===== config.mk =====
export PLATFORM = sky130hd
export DESIGN_NAME = calc_req_front
export DESIGN_NICKNAME = d
export VERILOG_FILES = /design/src/rtl/calc_pkg.sv /design/src/rtl/calc_port_fifo.sv /design/src/rtl/calc_req_front.sv
export SDC_FILE = /design/constraint.sdc
export NUM_CORES = 1
export LEC_CHECK = 0
export BUFFER_PORTS_ARGS = -buffer_cell sky130_fd_sc_hd__buf_4
export CAP_MARGIN = 20
export CORE_ASPECT_RATIO = 1.1
export CORE_UTILIZATION = 40
export DETAILED_ROUTE_END_ITERATION = 12
export PLACE_DENSITY = 0.56
export RECOVER_POWER = 50
export SYNTH_ARGS = -nofsm -noshare
export SYNTH_HDL_FRONTEND = slang
export SYNTH_HIERARCHICAL = 1
export SYNTH_SLANG_ARGS = --single-unit

===== constraint.sdc =====
create_clock -name ifClk -period 7.2 [get_ports ifClk]
set_clock_uncertainty 0.05 [all_clocks]
set_input_delay 1.08 -clock ifClk [delete_from_list [all_inputs] [get_ports ifClk]]
set_output_delay 1.08 -clock ifClk [all_outputs]
set_load 0.03 [all_outputs]

===== src/rtl/calc_pkg.sv =====
// Shared widths, command encoding and request record for the calculator front end.
package calc_pkg;
  localparam int REQ_CMD_WIDTH  = 4;
  localparam int REQ_DATA_WIDTH = 32;
  localparam int REQ_TAG_WIDTH  = 2;
  localparam int OUT_RESP_WIDTH = 32;

  typedef enum logic [REQ_CMD_WIDTH-1:0] {
    NOP = 4'd0,
    ADD = 4'd1,
    SUB = 4'd2,
    SHL = 4'd5,
    SHR = 4'd6
  } calc_cmd_e;

  // cmd kept as raw bits: any nonzero code is forwarded unchecked
  typedef struct packed {
    logic [REQ_CMD_WIDTH-1:0]  cmd;
    logic [REQ_TAG_WIDTH-1:0]  tag;
    logic [REQ_DATA_WIDTH-1:0] op1;
    logic [REQ_DATA_WIDTH-1:0] op2;
  } calc_req_t;
endpackage


===== src/rtl/calc_port_fifo.sv =====
// One request port: two-cycle capture FSM feeding a small in-order FIFO,
// with a one-cycle overflow pulse when a completed request finds it full.
module calc_port_fifo
  import calc_pkg::*;
#(
  parameter int DEPTH = 4
) (
  input  logic                      gclk,
  input  logic                      grst_n,
  input  logic [REQ_CMD_WIDTH-1:0]  i_cmd,
  input  logic [REQ_DATA_WIDTH-1:0] i_data,
  input  logic [REQ_TAG_WIDTH-1:0]  i_tag,
  input  logic                      i_pop,
  output logic                      o_empty,
  output calc_req_t                 o_head,
  output logic                      o_ovf
);
  localparam int AW = $clog2(DEPTH);
  localparam logic [AW:0] CNT_FULL = (AW+1)'(DEPTH);

  typedef enum logic {S_IDLE, S_OP2} cap_st_e;

  cap_st_e                   r_st, w_st_nxt;
  logic                      w_latch, w_push, w_do_push, w_do_pop;
  logic [REQ_CMD_WIDTH-1:0]  r_cmd;
  logic [REQ_TAG_WIDTH-1:0]  r_tag;
  logic [REQ_DATA_WIDTH-1:0] r_op1;
  logic [AW-1:0]             r_wr, r_rd;
  logic [AW:0]               r_cnt;
  logic                      r_ovf;
  calc_req_t                 r_mem [DEPTH];

  always_comb begin
    w_st_nxt = r_st;
    w_latch  = 1'b0;
    w_push   = 1'b0;
    case (r_st)
      S_IDLE: if (i_cmd != '0) begin
        w_latch  = 1'b1;
        w_st_nxt = S_OP2;
      end
      S_OP2: begin
        w_push   = 1'b1;
        w_st_nxt = S_IDLE;
      end
      default: w_st_nxt = S_IDLE;
    endcase
  end

  // a pop in the same cycle frees the slot, so a full FIFO still accepts
  assign w_do_pop  = i_pop && (r_cnt != '0);
  assign w_do_push = w_push && ((r_cnt != CNT_FULL) || w_do_pop);

  always_ff @(posedge gclk or negedge grst_n) begin
    if (!grst_n) begin
      r_st  <= S_IDLE;
      r_cmd <= '0;
      r_tag <= '0;
      r_op1 <= '0;
      r_wr  <= '0;
      r_rd  <= '0;
      r_cnt <= '0;
      r_ovf <= 1'b0;
    end else begin
      r_st  <= w_st_nxt;
      r_ovf <= w_push && !w_do_push;
      if (w_latch) begin
        r_cmd <= i_cmd;
        r_tag <= i_tag;
        r_op1 <= i_data;
      end
      if (w_do_push) r_wr <= r_wr + AW'(1);
      if (w_do_pop)  r_rd <= r_rd + AW'(1);
      if (w_do_push && !w_do_pop)      r_cnt <= r_cnt + (AW+1)'(1);
      else if (w_do_pop && !w_do_push) r_cnt <= r_cnt - (AW+1)'(1);
    end
  end

  always_ff @(posedge gclk) begin
    if (w_do_push) r_mem[r_wr] <= '{cmd: r_cmd, tag: r_tag, op1: r_op1, op2: i_data};
  end

  assign o_empty = (r_cnt == '0);
  assign o_head  = r_mem[r_rd];
  assign o_ovf   = r_ovf;
endmodule


===== src/rtl/calc_req_front.sv =====
// Calculator request front end: per-port capture/FIFO plus a round-robin
// arbiter onto a single valid/ready issue channel.
module calc_req_front
  import calc_pkg::*;
#(
  parameter int NUM_PORTS  = 4,
  parameter int FIFO_DEPTH = 4
) (
  input  logic                                     ifClk,
  input  logic                                     ifRst,
  input  logic [NUM_PORTS-1:0][REQ_CMD_WIDTH-1:0]  req_cmd_in,
  input  logic [NUM_PORTS-1:0][REQ_DATA_WIDTH-1:0] req_data_in,
  input  logic [NUM_PORTS-1:0][REQ_TAG_WIDTH-1:0]  req_tag_in,
  output logic                                     issue_valid,
  input  logic                                     issue_ready,
  output logic [1:0]                               issue_port,
  output logic [REQ_CMD_WIDTH-1:0]                 issue_cmd,
  output logic [REQ_DATA_WIDTH-1:0]                issue_op1,
  output logic [REQ_DATA_WIDTH-1:0]                issue_op2,
  output logic [REQ_TAG_WIDTH-1:0]                 issue_tag,
  output logic [NUM_PORTS-1:0]                     ovf_pulse
);
  logic [NUM_PORTS-1:0] w_empty, w_pop;
  calc_req_t            w_head [NUM_PORTS];
  calc_req_t            w_sel;
  logic [1:0]           r_ptr, r_lock_port, w_scan, w_idx, w_grant;
  logic                 r_lock, w_found, w_hs;

  for (genvar g = 0; g < NUM_PORTS; g++) begin : g_port
    calc_port_fifo #(.DEPTH(FIFO_DEPTH)) u_port (
      .gclk    (ifClk),
      .grst_n  (ifRst),
      .i_cmd   (req_cmd_in[g]),
      .i_data  (req_data_in[g]),
      .i_tag   (req_tag_in[g]),
      .i_pop   (w_pop[g]),
      .o_empty (w_empty[g]),
      .o_head  (w_head[g]),
      .o_ovf   (ovf_pulse[g])
    );
  end

  always_comb begin
    w_found = 1'b0;
    w_scan  = r_ptr;
    w_idx   = r_ptr;
    for (int i = 0; i < NUM_PORTS; i++) begin
      w_idx = r_ptr + 2'(i);
      if (!w_found && !w_empty[w_idx]) begin
        w_found = 1'b1;
        w_scan  = w_idx;
      end
    end
  end

  // a stalled grant stays put so the offered request cannot change under the consumer
  assign w_grant     = r_lock ? r_lock_port : w_scan;
  assign issue_valid = !w_empty[w_grant];
  assign w_hs        = issue_valid && issue_ready;
  assign w_pop       = w_hs ? (NUM_PORTS'(1) << w_grant) : '0;
  assign w_sel       = w_head[w_grant];

  assign issue_port = issue_valid ? w_grant   : '0;
  assign issue_cmd  = issue_valid ? w_sel.cmd : '0;
  assign issue_tag  = issue_valid ? w_sel.tag : '0;
  assign issue_op1  = issue_valid ? w_sel.op1 : '0;
  assign issue_op2  = issue_valid ? w_sel.op2 : '0;

  always_ff @(posedge ifClk or negedge ifRst) begin
    if (!ifRst) begin
      r_ptr       <= '0;
      r_lock      <= 1'b0;
      r_lock_port <= '0;
    end else begin
      r_lock      <= issue_valid && !issue_ready;
      r_lock_port <= w_grant;
      if (w_hs) r_ptr <= w_grant + 2'd1;
    end
  end
endmodule

==> reports/qor.csv <==
metric,value,unit
sw power,10.8,mW
Crit-path slowest cell,nor3_1,
Yosys reg bits,1313,
Num CTS Buffers,133,
Sequential Area,0.0385,mm²
fin crit share,82.1,%
WL final,119000,µm
Max Root-Sink Buffers,3,
post-synth net total,2416,
Finished Core Util,46.3,%
Async SR Flop Fraction,14.7,%
DP Area,0.0542,mm²
CTS HTree Levels,4,
number of buffers added on ports,231,
Critical Path RT,6.07,ns
critical path class,flop to output port,
internal power component,18.8,mW
Tot Pwr,29.6,mW
clock share of power,22.8,%
final setup vio count,0,
cell row count,136,
WL per Instance,27.8,µm
Post-synth EDFFs,1120,
"area leader, netlist",edfxtp_1,
RSZ-0062 raised after global routing,no,
register share of total power,39.3,%
M3 GR Usage,4.34,%
failing checks,"max-capacitance violations, max-slew violations",
global-route wire length before repair,173000,µm
fraction of layout cells with a size suffix above 1,31.7,%
Crit path max-delay family,simple AND/OR/NAND/NOR gates,
final antenna-violating net count,0,
post-DP HPWL,76600,µm
Post-CTS Hold Fix Bufs,0,
"most common cell after layout, fill and taps aside",edfxtp_1,
max frequency,169,MHz
Post-Syn Instances,2237,
most frequent cells in the layout,"edfxtp_1, mux4_2, dfrtp_1",
1st-pass router iterations,7,
Post-layout nets,2710,
Pwr per Cell Area,511,mW/mm²
most used flip-flop cell after synthesis,edfxtp_1,
post-CTS setup buffers,0,
Syn Area/Cell,22.6,µm²
Placeable Area,0.125,mm²
Final Hold Violating Endpoints,0,
Clock Root Buffer,clkbuf_16,
P_leak,19.6,nW
switching part of the total power,36.4,%
Post-Syn Area,0.0506,mm²
min cycle time layout,5.91,ns
initial antenna violation count,28,
"Arr. time, crit path",4.78,ns
Num Clock Sinks,1313,
die width,341,µm
HP Class,primary input to asynchronous set/reset pin,
via count,23400,
post-cts repair resize count,0,
Die Ht,375,µm
VDD IR max,0.499,mV
gr busiest metal,met2,
die area,0.128,mm²
latest clock arrival within the worst-skew pair,0.74,ns
Vias/cell,5.46,
"Seq/Total Area, Yosys",76.0,%
CTS clock-pin slew for the worst setup and hold paths,0.06,ns
synth warn,6,
Critical Path Start Type,flop,
CP cell instances,"nor3_1, inv_1, o221ai_1, a21o_1, and2_4, buf_4, mux2i_1, o22ai_2, buf_4",
top cell type's share of synthesized area,66.5,%
worst slew pin tran,3.21,ns
met1 Resource Use GR,26.8,%
crit path max fanout,29,
number of fill cells,10500,
"top cells by area, synth","edfxtp_1, mux4_2, dfrtp_1",
Max-Cap Viols,6,
aggregate global-route resource usage,18.9,%
number of top-level pins,232,
global route overflow,0,
Initial Util,40.4,%
TNS Setup,0,ns
number of global-route vias before repair,24400,
Final Max Slew Viols,140,
Synth cell types,44,
CP Buf/Inv Count,3,
1st-iter DRT viols,2018,
status,"finished, violations left",
"Cell Count, Final, Fillers Out",4294,
combinational group share of total power,38.0,%
largest net degree at the start of global routing,78,
Residual DRC,0,
RePlAce Congestion,0.777,
GR met2 Demand/Resource,29.4,%
TritonCTS clock tree,done,
Area Overhead vs Synth,14.5,%
Setup crit end kind,output port,
dpl cells,4052,
Multi-input gate area,0.0114,mm²
fin area,0.0579,mm²
worst slew margin relative to its limit,-114,%
CP dominant cell by count,buf_4,
"Largest stage delay, worst path",0.69,ns
==> worst register-to-register path: cells and delay by family (launching register included) <==
kind / cells / cell delay, ns
AOI/OAI and AO/OA: 2 / 0.50
DFF: 1 / 0.43
and+or+nand+nor: 8 / 2.90
buffers and inverters: 3 / 1.12
==> routing by layer <==
metal / up-vias / share of wire, %
met4: 30 / 2.0
met1: 12700 / 44
met2: 636 / 47
met5: - / 0.14
li1: 9854 / -
met3: 197 / 6.1
==> area by class of cell <==
class                   count  share of cell area (%)
diodes                      2                 0.00864
clock buffers             192                    6.64
clock inverters            48                   0.752
inverters                  19                   0.123
multi-input cells         788                    19.7
flip-flops and latches   1313                    66.5
well taps                1656                    3.58
repair buffers            276                    2.76
==> power groups by stage <==
| stage | clock network, mW | logic, mW | registers (mW) |
|---|---|---|---|
| detailed placement | 0 | 11.4 | 11.8 |
| global placement | 0 | 11.3 | 11.7 |
| CTS | 6.91 | 11.4 | 11.7 |
| global route | 7.17 | 11.8 | 11.9 |
| floorplan | 0 | 7.62 | 11.2 |
| finish | 6.74 | 11.2 | 11.6 |
==> state kept, by name, indices dropped and copies added (netlist names) <==
register	cells
g_port.u_port/r_cmd	16
r_lock_port	2
g_port.u_port/r_wr	8
g_port.u_port/r_st	4
g_port.u_port/r_mem	1120
g_port.u_port/o_ovf	4
r_lock	1
g_port.u_port/r_op1	128
g_port.u_port/r_rd	8
g_port.u_port/r_cnt	12
g_port.u_port/r_tag	8
r_ptr	2
==> kinds of logic after synthesis <==
family / after synthesis / synth area share [%]
mux: 581 / 19.1
simple gates: 72 / 0.821
xor+xnor: 24 / 0.415
flops: 1313 / 76.0
buf+inv: 136 / 1.48
fa+ha+maj: 24 / 0.653
compound gates: 87 / 1.56
==> path summary, 6_finish.rpt <==
kind | slack, ns | cells after the start | to | start
min in group ifClk | 0.44 | 0 | g_port[1].u_port/r_mem[3][48] | g_port[1].u_port/r_op1[16]
max reg2reg | 1.86 | 13 | g_port[1].u_port/r_mem[0][1] | g_port[0].u_port/r_cnt[0]
min | 0.32 | 1 | g_port[2].u_port/r_op1[22] | ifRst
min reg2reg | 0.44 | 0 | g_port[1].u_port/r_mem[3][48] | g_port[1].u_port/r_op1[16]
max in group asynchronous | 3.07 | 2 | g_port[3].u_port/r_op1[26] | ifRst
max | 1.29 | 9 | issue_op1[12] | g_port[3].u_port/r_cnt[0]
==> stage by stage <==
step | setup slack, ns | hold WS, ns
floorplan | 2.27 | 0.406
global placement | 2.03 | 0.421
detailed placement | 1.85 | 0.431
CTS | 1.31 | 0.317
global route | 1.03 | 0.351
finish | 1.29 | 0.321
==> cells in the mapped netlist (2+ instances only) <==
cell type	instances
fa_1	4
nor2_1	11
nand3_1	2
dfrtp_1	193
mux2i_1	140
buf_2	56
nor3_1	4
mux2_2	125
buf_6	13
edfxtp_1	1120
a21oi_1	4
clkbuf_1	29
ha_1	20
o22ai_1	34
inv_1	19
nor4_1	4
xor2_1	8
nor2_2	2
mux2_4	36
nor2b_1	4
mux4_2	280
and2_1	21
nand2b_1	5
nor4b_1	4
o22ai_2	36
o221ai_1	3
nand3b_1	4
buf_4	19
nand2_1	7
xnor2_1	16
Note: power is estimated with default switching activity, not from simulation.
